$ cat src/rtl/posit_pkg.sv
// Shared types for the posit datapath: the operand format selector and the
// classifier flag bundle that travels beside each posit word.
package posit_pkg;

    typedef enum logic [0:0] {
        POSIT32_ES2 = 1'b0
    } posit_format_e;

    typedef struct packed {
        logic is_zero;
        logic is_NaR;
        logic is_pos;
        logic is_neg;
    } posit_info_t;

endpackage

$ cat src/rtl/posit_decoder_if.sv
// Handshake and data bundle of the posit decoder. The slave side is the decoder,
// and the master side is whoever feeds it and drains it.
interface posit_decoder_if #(
    parameter int NumOperands = 2,
    parameter int TagWidth    = 4
);

    logic [NumOperands-1:0][31:0]          operands_i;
    posit_pkg::posit_info_t [NumOperands-1:0] info_i;
    logic [TagWidth-1:0]                   tag_i;
    logic                                  in_valid_i;
    logic                                  in_ready_o;

    logic [NumOperands-1:0]                sign_o;
    logic [NumOperands-1:0][7:0]           scale_o;
    logic [NumOperands-1:0][27:0]          mant_o;
    posit_pkg::posit_info_t [NumOperands-1:0] info_o;
    logic [TagWidth-1:0]                   tag_o;
    logic                                  out_valid_o;
    logic                                  out_ready_i;
    logic                                  busy_o;

    modport slave (
        input  operands_i, info_i, tag_i, in_valid_i, out_ready_i,
        output in_ready_o, sign_o, scale_o, mant_o, info_o, tag_o, out_valid_o, busy_o
    );

    modport master (
        output operands_i, info_i, tag_i, in_valid_i, out_ready_i,
        input  in_ready_o, sign_o, scale_o, mant_o, info_o, tag_o, out_valid_o, busy_o
    );

endinterface

$ cat src/rtl/posit_decoder.sv
// Two-stage posit32 (es=2) decoder: S1 takes the magnitude and measures the regime,
// and S2 forms sign, scale and mantissa. The outputs come only from S2 registers.
module posit_decoder #(
    parameter posit_pkg::posit_format_e pFormat = posit_pkg::posit_format_e'(0),
    parameter int NumOperands = 2,
    parameter int TagWidth    = 4
) (
    input  logic           clk_i,
    input  logic           rst_i,
    posit_decoder_if.slave bus
);

    import posit_pkg::*;

    localparam int EsBits = (pFormat == POSIT32_ES2) ? 2 : 0;

    logic s1Valid_q, s2Valid_q;
    logic s1Load, s2Load;

    logic [NumOperands-1:0][30:0] inMag;
    logic [NumOperands-1:0]       s1Sign_q, s1RegBit_d, s1RegBit_q;
    logic [NumOperands-1:0][4:0]  s1RunLen_d, s1RunLen_q;
    logic [NumOperands-1:0][28:0] s1Body_q;
    posit_info_t [NumOperands-1:0] s1Info_q;
    logic [TagWidth-1:0]          s1Tag_q;

    logic [NumOperands-1:0][28:0] tail;
    logic [NumOperands-1:0][7:0]  kVal;
    logic [NumOperands-1:0]       sign_d, sign_q;
    logic [NumOperands-1:0][7:0]  scale_d, scale_q;
    logic [NumOperands-1:0][27:0] mant_d, mant_q;
    posit_info_t [NumOperands-1:0] info_q;
    logic [TagWidth-1:0]          tag_q;

    // Run length of the bits equal to body[30], scanning toward the LSB.
    function automatic logic [4:0] regimeLength(input logic [30:0] body);
        logic [4:0] len;
        logic       done;
        len  = 5'd0;
        done = 1'b0;
        for (int i = 30; i >= 0; i--) begin
            if (!done && (body[i] == body[30])) begin
                len = len + 5'd1;
            end else begin
                done = 1'b1;
            end
        end
        return len;
    endfunction

    assign s2Load         = !s2Valid_q || bus.out_ready_i;
    assign s1Load         = !s1Valid_q || s2Load;
    assign bus.in_ready_o = s1Load;

    // Bits 30:0 of the two's complement equal the low bits of the full negation.
    always_comb begin
        inMag      = '0;
        s1RegBit_d = '0;
        s1RunLen_d = '0;
        for (int l = 0; l < NumOperands; l++) begin
            inMag[l]      = bus.operands_i[l][31] ? (~bus.operands_i[l][30:0] + 31'd1)
                                                  : bus.operands_i[l][30:0];
            s1RegBit_d[l] = inMag[l][30];
            s1RunLen_d[l] = regimeLength(inMag[l]);
        end
    end

    // Body bits 30 and 29 are always regime or terminator, so only 28:0 can hold
    // exponent and fraction; shifting by r-1 brings the first of those to the top.
    always_comb begin
        tail    = '0;
        kVal    = '0;
        sign_d  = '0;
        scale_d = '0;
        mant_d  = '0;
        for (int l = 0; l < NumOperands; l++) begin
            tail[l] = s1Body_q[l] << (s1RunLen_q[l] - 5'd1);
            kVal[l] = s1RegBit_q[l] ? ({3'b000, s1RunLen_q[l]} - 8'd1)
                                    : (8'd0 - {3'b000, s1RunLen_q[l]});
            if (!(s1Info_q[l].is_zero || s1Info_q[l].is_NaR)) begin
                sign_d[l]  = s1Sign_q[l];
                scale_d[l] = (kVal[l] << EsBits) + {6'd0, tail[l][28:27]};
                mant_d[l]  = {1'b1, tail[l][26:0]};
            end
        end
    end

    always_ff @(posedge clk_i) begin
        if (rst_i) begin
            s1Valid_q  <= 1'b0;
            s2Valid_q  <= 1'b0;
            s1Sign_q   <= '0;
            s1RegBit_q <= '0;
            s1RunLen_q <= '0;
            s1Body_q   <= '0;
            s1Info_q   <= '0;
            s1Tag_q    <= '0;
            sign_q     <= '0;
            scale_q    <= '0;
            mant_q     <= '0;
            info_q     <= '0;
            tag_q      <= '0;
        end else begin
            if (s1Load) begin
                s1Valid_q <= bus.in_valid_i;
                if (bus.in_valid_i) begin
                    for (int l = 0; l < NumOperands; l++) begin
                        s1Sign_q[l] <= bus.operands_i[l][31];
                        s1Body_q[l] <= inMag[l][28:0];
                    end
                    s1RegBit_q <= s1RegBit_d;
                    s1RunLen_q <= s1RunLen_d;
                    s1Info_q   <= bus.info_i;
                    s1Tag_q    <= bus.tag_i;
                end
            end
            if (s2Load) begin
                s2Valid_q <= s1Valid_q;
                if (s1Valid_q) begin
                    sign_q  <= sign_d;
                    scale_q <= scale_d;
                    mant_q  <= mant_d;
                    info_q  <= s1Info_q;
                    tag_q   <= s1Tag_q;
                end
            end
        end
    end

    assign bus.sign_o      = sign_q;
    assign bus.scale_o     = scale_q;
    assign bus.mant_o      = mant_q;
    assign bus.info_o      = info_q;
    assign bus.tag_o       = tag_q;
    assign bus.out_valid_o = s2Valid_q;
    assign bus.busy_o      = s1Valid_q || s2Valid_q;

endmodule

$ cat src/flat_wrapper.sv
// flat-port wrapper written by rule: the top's interface ports become plain ports
module posit_decoder_flat import posit_pkg::*;
#(
    parameter posit_pkg::posit_format_e pFormat = posit_pkg::posit_format_e'(0),
    parameter int NumOperands = 2,
    parameter int TagWidth    = 4
)
  (clk_i, rst_i, bus_operands_i, bus_info_i, bus_tag_i, bus_in_valid_i, bus_out_ready_i, bus_in_ready_o, bus_sign_o, bus_scale_o, bus_mant_o, bus_info_o, bus_tag_o, bus_out_valid_o, bus_busy_o);
  posit_decoder_if #(.NumOperands(NumOperands), .TagWidth(TagWidth)) bus_i ();
  input  logic clk_i;
  input  logic rst_i;
  input wire logic [$bits(bus_i.operands_i)-1:0] bus_operands_i;
  input wire logic [$bits(bus_i.info_i)-1:0] bus_info_i;
  input wire logic [$bits(bus_i.tag_i)-1:0] bus_tag_i;
  input wire logic [$bits(bus_i.in_valid_i)-1:0] bus_in_valid_i;
  input wire logic [$bits(bus_i.out_ready_i)-1:0] bus_out_ready_i;
  output wire logic [$bits(bus_i.in_ready_o)-1:0] bus_in_ready_o;
  output wire logic [$bits(bus_i.sign_o)-1:0] bus_sign_o;
  output wire logic [$bits(bus_i.scale_o)-1:0] bus_scale_o;
  output wire logic [$bits(bus_i.mant_o)-1:0] bus_mant_o;
  output wire logic [$bits(bus_i.info_o)-1:0] bus_info_o;
  output wire logic [$bits(bus_i.tag_o)-1:0] bus_tag_o;
  output wire logic [$bits(bus_i.out_valid_o)-1:0] bus_out_valid_o;
  output wire logic [$bits(bus_i.busy_o)-1:0] bus_busy_o;
  assign bus_i.operands_i = bus_operands_i;
  assign bus_i.info_i = bus_info_i;
  assign bus_i.tag_i = bus_tag_i;
  assign bus_i.in_valid_i = bus_in_valid_i;
  assign bus_i.out_ready_i = bus_out_ready_i;
  assign bus_in_ready_o = bus_i.in_ready_o;
  assign bus_sign_o = bus_i.sign_o;
  assign bus_scale_o = bus_i.scale_o;
  assign bus_mant_o = bus_i.mant_o;
  assign bus_info_o = bus_i.info_o;
  assign bus_tag_o = bus_i.tag_o;
  assign bus_out_valid_o = bus_i.out_valid_o;
  assign bus_busy_o = bus_i.busy_o;
  posit_decoder #(.pFormat(pFormat), .NumOperands(NumOperands), .TagWidth(TagWidth)) u_core (.clk_i(clk_i), .rst_i(rst_i), .bus(bus_i));
endmodule
$ cat config.mk
export PLATFORM = sky130hd
export DESIGN_NAME = posit_decoder_flat
export DESIGN_NICKNAME = d
export VERILOG_FILES = /design/src/rtl/posit_pkg.sv /design/src/rtl/posit_decoder_if.sv /design/src/rtl/posit_decoder.sv /design/src/flat_wrapper.sv
export SDC_FILE = /design/constraint.sdc
export NUM_CORES = 1
export LEC_CHECK = 0
export ABC_AREA = 0
export BUFFER_PORTS_ARGS = -buffer_cell sky130_fd_sc_hd__buf_2
export CAP_MARGIN = 5
export CORE_AREA = 2 2 229 231
export CTS_CLUSTER_SIZE = 14
export DETAILED_ROUTE_END_ITERATION = 8
export DIE_AREA = 0 0 231 233
export PLACE_DENSITY_LB_ADDON = 0.2
export SYNTH_ARGS = -nofsm -noshare
export SYNTH_HDL_FRONTEND = slang
export SYNTH_SLANG_ARGS = --single-unit
$ cat constraint.sdc
create_clock -name clk_i -period 14.6 [get_ports clk_i]
set_input_delay 0 -clock clk_i [delete_from_list [all_inputs] [get_ports clk_i]]
set_output_delay 0 -clock clk_i [all_outputs]
set_load 0.01 [all_outputs]
Yosys cells after proc, flatten, opt, wreduce, memory -nomap -nowiden
Index checks and enable logic that the tools add are counted.
{"block": "word_totals", "regBits": 172, "latchBits": 0, "ram_bits": 0, "mem_bits_ro": 0, "mem_count": 0}
{"block": "op_classes", "n_addsub": 68, "n_mul": 0, "div_mod_pow": 0, "n_lt_le_gt_ge": 0, "n_eq_ne": 60, "shifts": 2, "n_mux": 128, "bitwise": 2, "n_reduce_logical": 123}
{"cell": "5-bit two-way mux", "count": 58}
{"cell": "5-bit by 1-bit adder with 5-bit output, second input constant", "count": 57}
{"cell": "31-bit by 1-bit adder with 31-bit output, second input constant", "count": 2}
{"cell": "31-bit two-way mux", "count": 2}
{"cell": "31-bit inverter", "count": 2}
{"cell": "1-bit == test", "count": 60}
{"cell": "1-bit two-way mux", "count": 60}
{"cell": "1-bit logical AND", "count": 58}
{"cell": "1-bit zero test", "count": 58}
{"cell": "29-bit by 5-bit left shift with 29-bit output", "count": 2}
{"cell": "28-bit two-way mux", "count": 2}
{"cell": "8-bit by 2-bit adder with 8-bit output", "count": 2}
{"cell": "8-bit two-way mux", "count": 2}
{"cell": "6-bit two-way mux", "count": 2}
{"cell": "1-bit by 5-bit subtractor with 6-bit output, first input constant", "count": 2}
{"cell": "5-bit by 1-bit subtractor with 6-bit output, second input constant", "count": 2}
{"cell": "5-bit by 1-bit subtractor with 5-bit output, second input constant", "count": 2}
{"cell": "1-bit logical OR", "count": 5}
{"cell": "2-bit two-way mux", "count": 2}
{"cell": "2-bit AND reduction", "count": 2}
{"cell": "2-bit by 1-bit adder with 3-bit output, second input constant", "count": 1}

Logic depth before layout (Yosys ltp)
Gate-level depths: netlist of run 1.
{"block": "logic_depth", "depth_word": 90, "mapped_depth": 77, "ltp_nobuf": 76}

Least setup slack after synthesis of run 1
Ideal clock, no wire load.
{"block": "synth_timing", "path_kind": "input to register", "start": "in bus_operands_i[54]", "end": "reg u_core.s1RunLen_q[9] (netlist name)", "setup_ps": 86, "t_arrival_ps": 13856, "t_required_ps": 14514, "path_slack_ps": 659, "cell_stages": 76, "path_buffers": 2, "cell_sequence": "buf_2 nor4_1 and4_1 clkbuf_1 nand4_1 and3_1 a211oi_2 o21ai_0 nand2_1 o21ai_0 ha_1 inv_1 a21oi_1 ha_1 inv_1 o211a_1 nor2_1 ha_1 [... 40 more ...] inv_1 nor2_1 mux2i_1 inv_1 ha_1 and2_1 xnor2_1 nor3_1 xnor2_1 nor4bb_1 a211o_1 a221oi_1 a32oi_1 o21a_1 nor4b_1 a21oi_1 xnor2_1 a211oi_1"}
{"block": "synth_via", "elab_chain_cells": 90}
{"element": "start, declared", "line": "flat_wrapper.sv:12", "text": "input wire logic [$bits(bus_i.operands_i)-1:0] bus_operands_i;"}
{"element": "31-bit inverter", "line": "posit_decoder.sv:61", "text": "inMag[l] = bus.operands_i[l][31] ? (~bus.operands_i[l][30:0] + 31'd1)"}
{"element": "31-bit by 1-bit adder with 31-bit output", "line": "posit_decoder.sv:61"}
{"element": "31-bit two-way mux *", "line": "posit_decoder.sv:61"}
{"element": "parallel branches: the longest is 86 deep, another holds 5-bit by 1-bit adder with 5-bit output"}
{"element": "5-bit two-way mux *", "line": "posit_decoder.sv:42", "text": "if (!done && (body[i] == body[30])) begin"}
{"element": "end signal, assigned", "line": "posit_decoder.sv:112", "text": "s1RunLen_q <= s1RunLen_d;"}
{"element": "end, declared", "line": "posit_decoder.sv:22", "text": "logic [NumOperands-1:0][4:0] s1RunLen_d, s1RunLen_q;"}
Every way passes the cells marked *.
A chain may end at the register's enable or synchronous reset.

Worst setup path in the final report of run 1
{"block": "layout_timing", "start": "in bus_operands_i[0]", "end": "reg u_core.s1RunLen_q[4] (netlist name)"}
{"block": "layout_via", "elab_chain_cells": 90}
{"element": "31-bit inverter", "line": "posit_decoder.sv:61"}
{"element": "31-bit by 1-bit adder with 31-bit output", "line": "posit_decoder.sv:61"}
{"element": "31-bit two-way mux *", "line": "posit_decoder.sv:61"}
{"element": "parallel branches: the longest is 86 deep, another holds 5-bit by 1-bit adder with 5-bit output"}
{"element": "5-bit two-way mux *", "line": "posit_decoder.sv:42"}
Marked as above.

==> impl_metrics.yaml, run 1 <==
setup_path:
  cp.arrival_ns: 14.12
  slowest_stage: "or4_4"
  cp_max_fo: 8
  worst_ep_required_time_ns: 14.87
  start_kind: "primary input"
  crit_type: "in2reg"
  cpPeakStageDelay_ns: 0.58
  critPathCaptureType: "flip-flop"
  crit_top_cell: "ha_1"
sta:
  fin_tns_setup_ns: 0
  tightest_slew_ns: 1.20
  clock.fmax_ghz: 0.0722
  finalCritPeriodShare: 0.948
  whs_ns: 0.0277
  setup_viol: 0
  finClkSkew_ns: 0.0109
  post-route-min-period_ns: 13.85
  hold_viol_final: 0
  max_slew_margin: 0.189
  finalMaxSlewViolations: 0
synth:
  yosysSeqAreaShare: 0.193
  netlist.area_leader.share: 0.193
  synth-edff-count: 0
  synthMostInstantiatedCell: "nand2_1"
  synth.area.top_cells: "dfxtp_1 19%, nand2_1 6.9%, nor2_1 5.9%"
  ys_top_cells_by_count: "327 x nand2_1, 282 x nor2_1, 172 x dfxtp_1, 146 x a21oi_1, 132 x clkbuf_1"
  synthArstFlopShare: 0
  avgSynthCellArea_sq_um: 7.35
  ys_seq_elements: 172
  yosysWarnings: 0
  ys_types: 104
  syn-num-nets: 2558
  synth_area_leader_cell: "dfxtp_1"
  synth-main-ff-cell: "dfxtp_1"
  synth_area_sq_um: 17800
  syn_inst: 2422
cells_and_area:
  fin_nets: 2690
  num_antenna_cells: 0
  finish.instance_area_sq_um: 20500
  seq_area_sq_um: 3440
  drive_gt1_frac: 0.162
  fillCellCount: 5357
  multi_input_area_sq_um: 13800
  syn2layout_area_growth_pct: 14.9
die:
  die_h_microns: 233
  num_rows: 83
  fp.dieW_microns: 231
  start_util: 0.348
  design.portCount: 169
  coreArea_sq_um: 51100
  die_area_sq_um: 53800
clocking:
  cts_root_buffer: "clkbuf_16"
  cts_sinks: 172
  cts_tree: "yes"
  cts_max_level: 4
  clk_path_buf_depth: 2
  numCtsBuffers: 17
  clk_latency_ns: 0.43
  clk_pin_slew_ns: 0.07
detailed_routing:
  antenna_left: 0
  wire_per_inst_microns: 17.9
  post_drt_via_cell_ratio: 5.73
  drc: 0
  drt-pass1-iter-count: 6
  wirelength_microns: 58300
  drt_iter0_drc: 1491
  via_count: 18600
power:
  cellPowerDensity_nw_per_um2: 86.7
  p_sw_mw: 0.730
  p_int_mw: 1.04
  power.share.combinational: 0.461
  p_seq_frac: 0.293
  cellLeakagePower_nw: 7.99
  ir_drop_uv: 61.0
  clkPwrFrac: 0.246
  fin_total_pwr_mw: 1.77
  swShare: 0.412
global_route:
  grt_pass1_wl_microns: 93200
  grt_use_total: 0.211
  grt_pass1_vias: 17200
  grt_max_degree: 109
  antenna_found_initial: 0
  overflow: 0
flow_run:
  cap_violations: 0
place:
  place_area_sq_um: 19400
  gp_congestion: 0.922
  dp_hpwl_microns: 45500
  numPortBuffers: 168
worst_hold_path:
  hold_path.class: "in2reg"
run_status:
  status: "finished, final reports clean"
path summary, 6_finish.rpt:
| kind | endpoint | slack [ns] | depth (start not counted) | startpoint |
|---|---|---|---|---|
| setup / recovery | u_core.s1RunLen_q[4] | 0.75 | 67 | bus_operands_i[0] |
| hold / removal | u_core.s1Body_q[29] | 0.03 | 4 | bus_operands_i[32] |
| setup reg to reg | u_core.bus.mant_o[31] | 10.51 | 9 | u_core.bus.out_valid_o |
| hold reg to reg | u_core.bus.tag_o[2] | 0.45 | 2 | u_core.s1Tag_q[2] |
kinds of logic after synthesis:
logic type / share of synthesized area
compound gates: 0.254
xor+xnor: 0.122
fa+ha+maj: 0.0433
buf+inv: 0.0458
flops: 0.193
mux: 0.0784
simple gates: 0.264
power by group through the flow:
| stage | Clock, mW | Sequential (mW) | Combinational [mW] |
|---|---|---|---|
| floorplan | 0 | 0.527 | 0.577 |
| global placement | 0 | 0.530 | 0.773 |
| detailed placement | 0 | 0.531 | 0.784 |
| CTS | 0.448 | 0.520 | 0.790 |
| global route | 0.468 | 0.524 | 0.902 |
| finish | 0.437 | 0.520 | 0.817 |
through the flow:
stage / util / std cells / setup slack [ns]
after floorplan: - / 2422 / 0.659
after global placement: 0.380 / 3179 / 0.453
after detailed placement: 0.380 / 3179 / -0.0163
after CTS: 0.394 / 3227 / 0.117
after global routing: 0.401 / 3247 / -0.0901
final: 0.401 / 3247 / 0.754
critical path, delay by kind of cell:
kind / cells / cell delay [ns]
simple gates: 20 / 3.45
buf+inv: 4 / 0.89
xor+xnor: 2 / 0.76
fa+ha+maj: 17 / 4.93
compound gates: 18 / 3.00
mux: 6 / 1.07
routing by layer:
layer | vias to the layer above | GRT usage | wire (microns)
li1 | 9123 | - | -
met1 | 8870 | 0.301 | 28100
met2 | 562 | 0.336 | 26000
met3 | 66 | 0.0259 | 3120
met4 | 0 | 0.0512 | 1020
met5 | - | 0 | 0
flip-flops by register name, indices dropped and copies added, names as in the netlist, 4 cells and up:
name / cells
u_core.s1Tag_q: 4
u_core.s1Info_q: 8
u_core.bus.scale_o: 16
u_core.s1Body_q: 58
u_core.bus.mant_o: 56
u_core.bus.tag_o: 4
u_core.s1RunLen_q: 10
u_core.bus.info_o: 8
layout by cell type (no fill, tap or decap), drive strengths merged, types with 62 or more instances in the layout:
cell / netlist / layout
o21ai: 115 / 115
nand3: 62 / 62
nand2: 327 / 327
xnor2: 121 / 121
mux2i: 82 / 82
a211oi: 89 / 89
dfxtp: 172 / 172
xor2: 82 / 82
a21oi: 148 / 148
buf: 20 / 250
inv: 56 / 66
nor2: 283 / 283
final cells by class:
cell class                 instances  area share
clock inverter                    14     0.00581
multi-input combinational       2040       0.673
inverter                          57      0.0105
timing repair buffer             266      0.0795
sequential                       172       0.168
tap                              680      0.0416
clock buffer                      18      0.0215
timing repair:
item / 4_1_cts / 5_1_grt
setup buffers: 0 / 19
hold buffers: 16 / 0
endpoints found under the hold margin: 15 / 0
resized for setup: 0 / 34
setup endpoints to repair: 0 / 7
(Power assumes the default switching activity.)
==> run 2, diff against run 1 <==
Settings changed: BUFFER_PORTS_ARGS -buffer_cell sky130_fd_sc_hd__buf_2 to unset, DONT_BUFFER_PORTS set to 1.
==> run 2 against run 1 <==
  * Critical path depth rose by 9
  * Worst hold slack got worse by 0.012 ns
  * Die area is the same
  * Clock power grew 2%
  * Sequential share of layout area up 0.54 points
  * Fmax increased by 0.96%
  * First-iteration DRC count up 5.8%
  * Worst setup slack improved by 0.13 ns
==> impl_metrics.yaml, run 2 (synthesized netlist as in run 1, its figures left out) <==
detailed_routing:
  wire_per_inst_microns: 18.8
  post_drt_via_cell_ratio: 5.84
  antenna_left: 0
  drt_iter0_drc: 1577
  drt-pass1-iter-count: 6
  wirelength_microns: 58300
  via_count: 18100
  drc: 0
place:
  numPortBuffers: 0
  dp.cells: 3003
  post-place-ws_ns: -0.0763
  dp_hpwl_microns: 44300
  gp_congestion: 0.893
cells_and_area:
  multi_input_area_sq_um: 13700
  syn2layout_area_growth_pct: 11.3
  seq_area_sq_um: 3440
  largest_reg_flops: 58
  drive_gt1_frac: 0.0880
  num_antenna_cells: 0
  layout_commonest_cell: "nand2_1"
  final_cells: 3100
  fillCellCount: 5400
  final_cell_mix: "327 x nand2_1, 281 x nor2_1, 172 x dfxtp_1"
  post-route-util: 0.388
  fin_nets: 2544
  largest-register: "u_core.s1Body_q"
power:
  cellPowerDensity_nw_per_um2: 88.2
  cellLeakagePower_nw: 7.25
  ir_drop_uv: 61.4
run_status:
  status: "finished, final reports clean"
sta:
  max_slew_margin: 0.259
  clock.fmax_ghz: 0.0729
  hold_viol_final: 0
  finClkSkew_ns: 0.00778
  setup_viol: 0
  tightest_slew_ns: 1.10
  finalCritPeriodShare: 0.939
  post-route-min-period_ns: 13.71
  fin_ws_ns: 0.885
  finalMaxSlewViolations: 0
clocking:
  clk_latency_ns: 0.44
  cts_tree: "yes"
  cts_sinks: 172
  numCtsBuffers: 17
  clk_pin_slew_ns: 0.07
  clk_path_buf_depth: 2
  cts_max_level: 4
  cts_root_buffer: "clkbuf_16"
worst_hold_path:
  hold_path.class: "in2reg"
  hold_depth: 3
setup_path:
  ff2ff_path_depth: 11
  crit_type: "in2reg"
  crit_top_cell: "ha_1"
  slowest_stage: "ha_1"
  cpPeakStageDelay_ns: 0.38
  start_kind: "primary input"
  cp_max_fo: 7
  critPathCaptureType: "flip-flop"
  cp.arrival_ns: 14.06
  worst_ep_required_time_ns: 14.95
die:
  fp.dieW_microns: 231
  start_util: 0.348
  num_rows: 83
  die_h_microns: 233
  die_area_sq_um: 53800
  coreArea_sq_um: 51100
  design.portCount: 169
global_route:
  grt_max_degree: 171
  grt_pass1_wl_microns: 92100
  grt_pass1_vias: 16800
  overflow: 0
  antenna_found_initial: 0
  grt_use_total: 0.210
flow_run:
  cap_violations: 0
## run 2: changes by cell type in the layout (fill, tap and decap cells not counted), moves of 3 or more
cell	previous run	this run
nor4b_2	5	2
buf_4	81	59
buf_2	167	0
dlygate4sd3_1	16	59
nor4b_1	3	6
## run 2: area by class of cell
type,instances,area share
timing repair buffer,120,0.0538
inverter,57,0.0108
tap,680,0.0429
clock buffer,19,0.0218
clock inverter,12,0.00656
multi-input combinational,2040,0.690
sequential,172,0.174
## run 2: report_power, final
part	internal [mW]	total, mW	switching [mW]
sequential	0.497	0.529	0.0322
combinational	0.303	0.773	0.469
clock	0.240	0.447	0.207
## run 2: layer usage
metal  global-route usage  vias to the layer above  routed length [microns]
li1                     -                     8833                        -
met5                    0                        -                        0
met4               0.0597                        0                     1310
met1                0.297                     8621                    28100
met3               0.0324                       77                     3480
met2                0.327                      580                    25400
## run 2: repair_timing
action / 4_1_cts / 5_1_grt
hold buffers: 58 / 2
endpoints found under the setup margin: 0 / 5
resized for setup: 0 / 17
buffers inserted: 0 / 4
endpoints found under the hold margin: 172 / 2
## run 2: final timing paths
kind	from	end	slack [ns]
min reg2reg	u_core.s1Tag_q[2]	u_core.bus.tag_o[2]	0.45
min	bus_operands_i[31]	u_core.s1Body_q[17]	0.02
max reg2reg	u_core.s1RunLen_q[0]	u_core.bus.scale_o[1]	11.09
max	bus_operands_i[32]	u_core.s1RunLen_q[9]	0.89
## run 2: stage by stage
step	total power, mW	cell area (sq um)	hold WS, ns	setup TNS [ns]
2_1_floorplan	1.10	17800	0.117	0
3_3_place_gp	1.26	18500	0.132	0
3_5_place_dp	1.27	18500	0.135	-0.0763
4_1_cts	1.75	19700	0.00219	0
5_1_grt	1.86	19800	0.0347	-0.0708
6_report	1.75	19800	0.0153	0
## run 2: critical path, delay by kind of cell
family	cells	cell delay (ns)
adder cells (fa/ha/maj)	14	4.11
buffers and inverters	6	0.54
AND/OR/NAND/NOR	18	2.88
XOR/XNOR	4	0.67
multiplexers	6	1.09
AO/OA/AOI/OAI	28	4.72
==> run 3, diff against run 2 <==
Settings changed: CORE_AREA 2 2 229 231 to 2 2 176 178, CTS_BUF_LIST set to sky130_fd_sc_hd__clkbuf_2 sky130_fd_sc_hd__clkbuf_4 sky130_fd_sc_hd__clkbuf_8, DIE_AREA 0 0 231 233 to 0 0 178 180.
==> run 3 against run 2 <==
  * Combinational power is 0.8% higher
  * Non-clock buffer count is 23 higher
  * Worst setup slack worse by 0.18 ns
  * Count of clock-buffer cells in the layout is 1 lower
  * Largest cell class unchanged
==> impl_metrics.yaml, run 3 (synthesized netlist as in run 1, its figures left out) <==
detailed_routing:
  antenna_left: 0
  wirelength_microns: 54800
  drt_iter0_drc: 1648
  drt-pass1-iter-count: 6
  wire_per_inst_microns: 19.3
  via_count: 18400
  drc: 0
  post_drt_via_cell_ratio: 6.49
clocking:
  cts_max_level: 4
  numCtsBuffers: 17
  clk_path_buf_depth: 2
  clk_latency_ns: 0.47
  cts_tree: "yes"
  cts_root_buffer: "clkbuf_8"
  cts_sinks: 172
  clk_pin_slew_ns: 0.11
power:
  p_int_mw: 0.941
  cellLeakagePower_nw: 7.30
  power.share.combinational: 0.473
  ir_drop_uv: 42.6
  clkPwrFrac: 0.206
  p_seq_frac: 0.321
  cellPowerDensity_nw_per_um2: 84.0
  fin_total_pwr_mw: 1.65
  p_sw_mw: 0.705
  swShare: 0.428
cells_and_area:
  final_cell_mix: "327 x nand2_1, 281 x nor2_1, 172 x dfxtp_1"
  fillCellCount: 2719
  largest_reg_flops: 58
  largest-register: "u_core.s1Body_q"
  layout_commonest_cell: "nand2_1"
  syn2layout_area_growth_pct: 10.1
  drive_gt1_frac: 0.0896
  fin_nets: 2567
  num_antenna_cells: 0
die:
  die_area_sq_um: 32000
  coreArea_sq_um: 30200
  start_util: 0.590
  die_h_microns: 180
  fp.dieW_microns: 178
  design.portCount: 169
  num_rows: 64
global_route:
  grt_pass1_vias: 16800
  grt_use_total: 0.325
  grt_max_degree: 173
  antenna_found_initial: 1
  overflow: 0
  grt_pass1_wl_microns: 86000
place:
  numPortBuffers: 0
  post-place-ws_ns: 0.0967
  dp_hpwl_microns: 40600
  gp_congestion: 0.978
sta:
  tightest_slew_ns: 1.25
  setup_viol: 0
  whs_ns: 0.00640
  clock.fmax_ghz: 0.0720
  post-route-min-period_ns: 13.89
  fin_ws_ns: 0.709
  finalCritPeriodShare: 0.951
  finClkSkew_ns: 0.0187
  hold_viol_final: 0
  max_slew_margin: 0.162
  finalMaxSlewViolations: 0
  fin_tns_setup_ns: 0
setup_path:
  cp_max_fo: 7
  cp.arrival_ns: 14.26
  critPathCaptureType: "flip-flop"
  cpPeakStageDelay_ns: 0.39
  slowest_stage: "a2111oi_2"
  start_kind: "primary input"
  crit_top_cell: "ha_1"
  worst_ep_required_time_ns: 14.97
  crit_type: "in2reg"
flow_run:
  cap_violations: 0
run_status:
  status: "finished, final reports clean"
worst_hold_path:
  hold_path.class: "in2reg"
==> run 3: changes by cell type in the layout (fill, tap and decap cells not counted), sizes merged, moves of 2 or more <==
| cell | change |
|---|---|
| clkbuf | -2 |
| clkinv | +4 |
| dlygate4sd3 | +23 |
| inv | -2 |
==> run 3: area by class of cell <==
type	count	area, sq um	area share
multi-input combinational	2040	13700	0.701
sequential	172	3440	0.176
timing repair buffer	143	1310	0.0667
tap	396	495	0.0253
clock buffer	18	248	0.0126
inverter	57	214	0.0109
clock inverter	14	148	0.00753
==> run 3: path summary, 6_finish.rpt <==
check	startpoint	end	slack (ns)	cells after the start
max reg2reg	u_core.s1RunLen_q[5]	u_core.bus.mant_o[49]	10.70	11
min reg2reg	u_core.s1Info_q[0]	u_core.bus.info_o[0]	0.46	2
min	rst_i	u_core.bus.mant_o[19]	0.006	2
max	bus_operands_i[32]	u_core.s1RunLen_q[9]	0.71	78
==> run 3: critical path, delay by kind of cell <==
| family | cells | cell delay, ns |
|---|---|---|
| AO/OA/AOI/OAI | 27 | 4.46 |
| XOR/XNOR | 3 | 0.42 |
| adder cells (fa/ha/maj) | 15 | 4.32 |
| buffers and inverters | 9 | 1.16 |
| multiplexers | 6 | 1.13 |
| AND/OR/NAND/NOR | 18 | 2.76 |
==> run 3: metal layers <==
metal,wire length [microns],global-route usage,vias up
met1,24300,0.440,8733
met3,4270,0.0522,108
li1,-,-,8901
met5,13,0,-
met4,1400,0.101,2
met2,24800,0.527,698
==> run 3: repair_timing <==
item | 4_1_cts | 5_1_grt
endpoints found under the setup margin | 0 | 6
endpoints found under the hold margin | 172 | 0
hold buffers | 84 | 0
resized for setup | 0 | 31
buffers inserted | 0 | 13
==> run 3: power by group through the flow <==
stage	Clock [mW]	Sequential (mW)	Combinational, mW
floorplan	0	0.527	0.577
global placement	0	0.537	0.702
detailed placement	0	0.539	0.715
CTS	0.345	0.528	0.750
global route	0.363	0.532	0.858
finish	0.339	0.528	0.779
==> run 3: stage by stage <==
step                      instance area, sq um   util  cells
after floorplan                          17800      -   2422
after global placement                   18100  0.599   2711
after detailed placement                 18100  0.599   2711
after CTS                                19300  0.641   2827
after global routing                     19600  0.649   2840
final                                    19600  0.649   2840
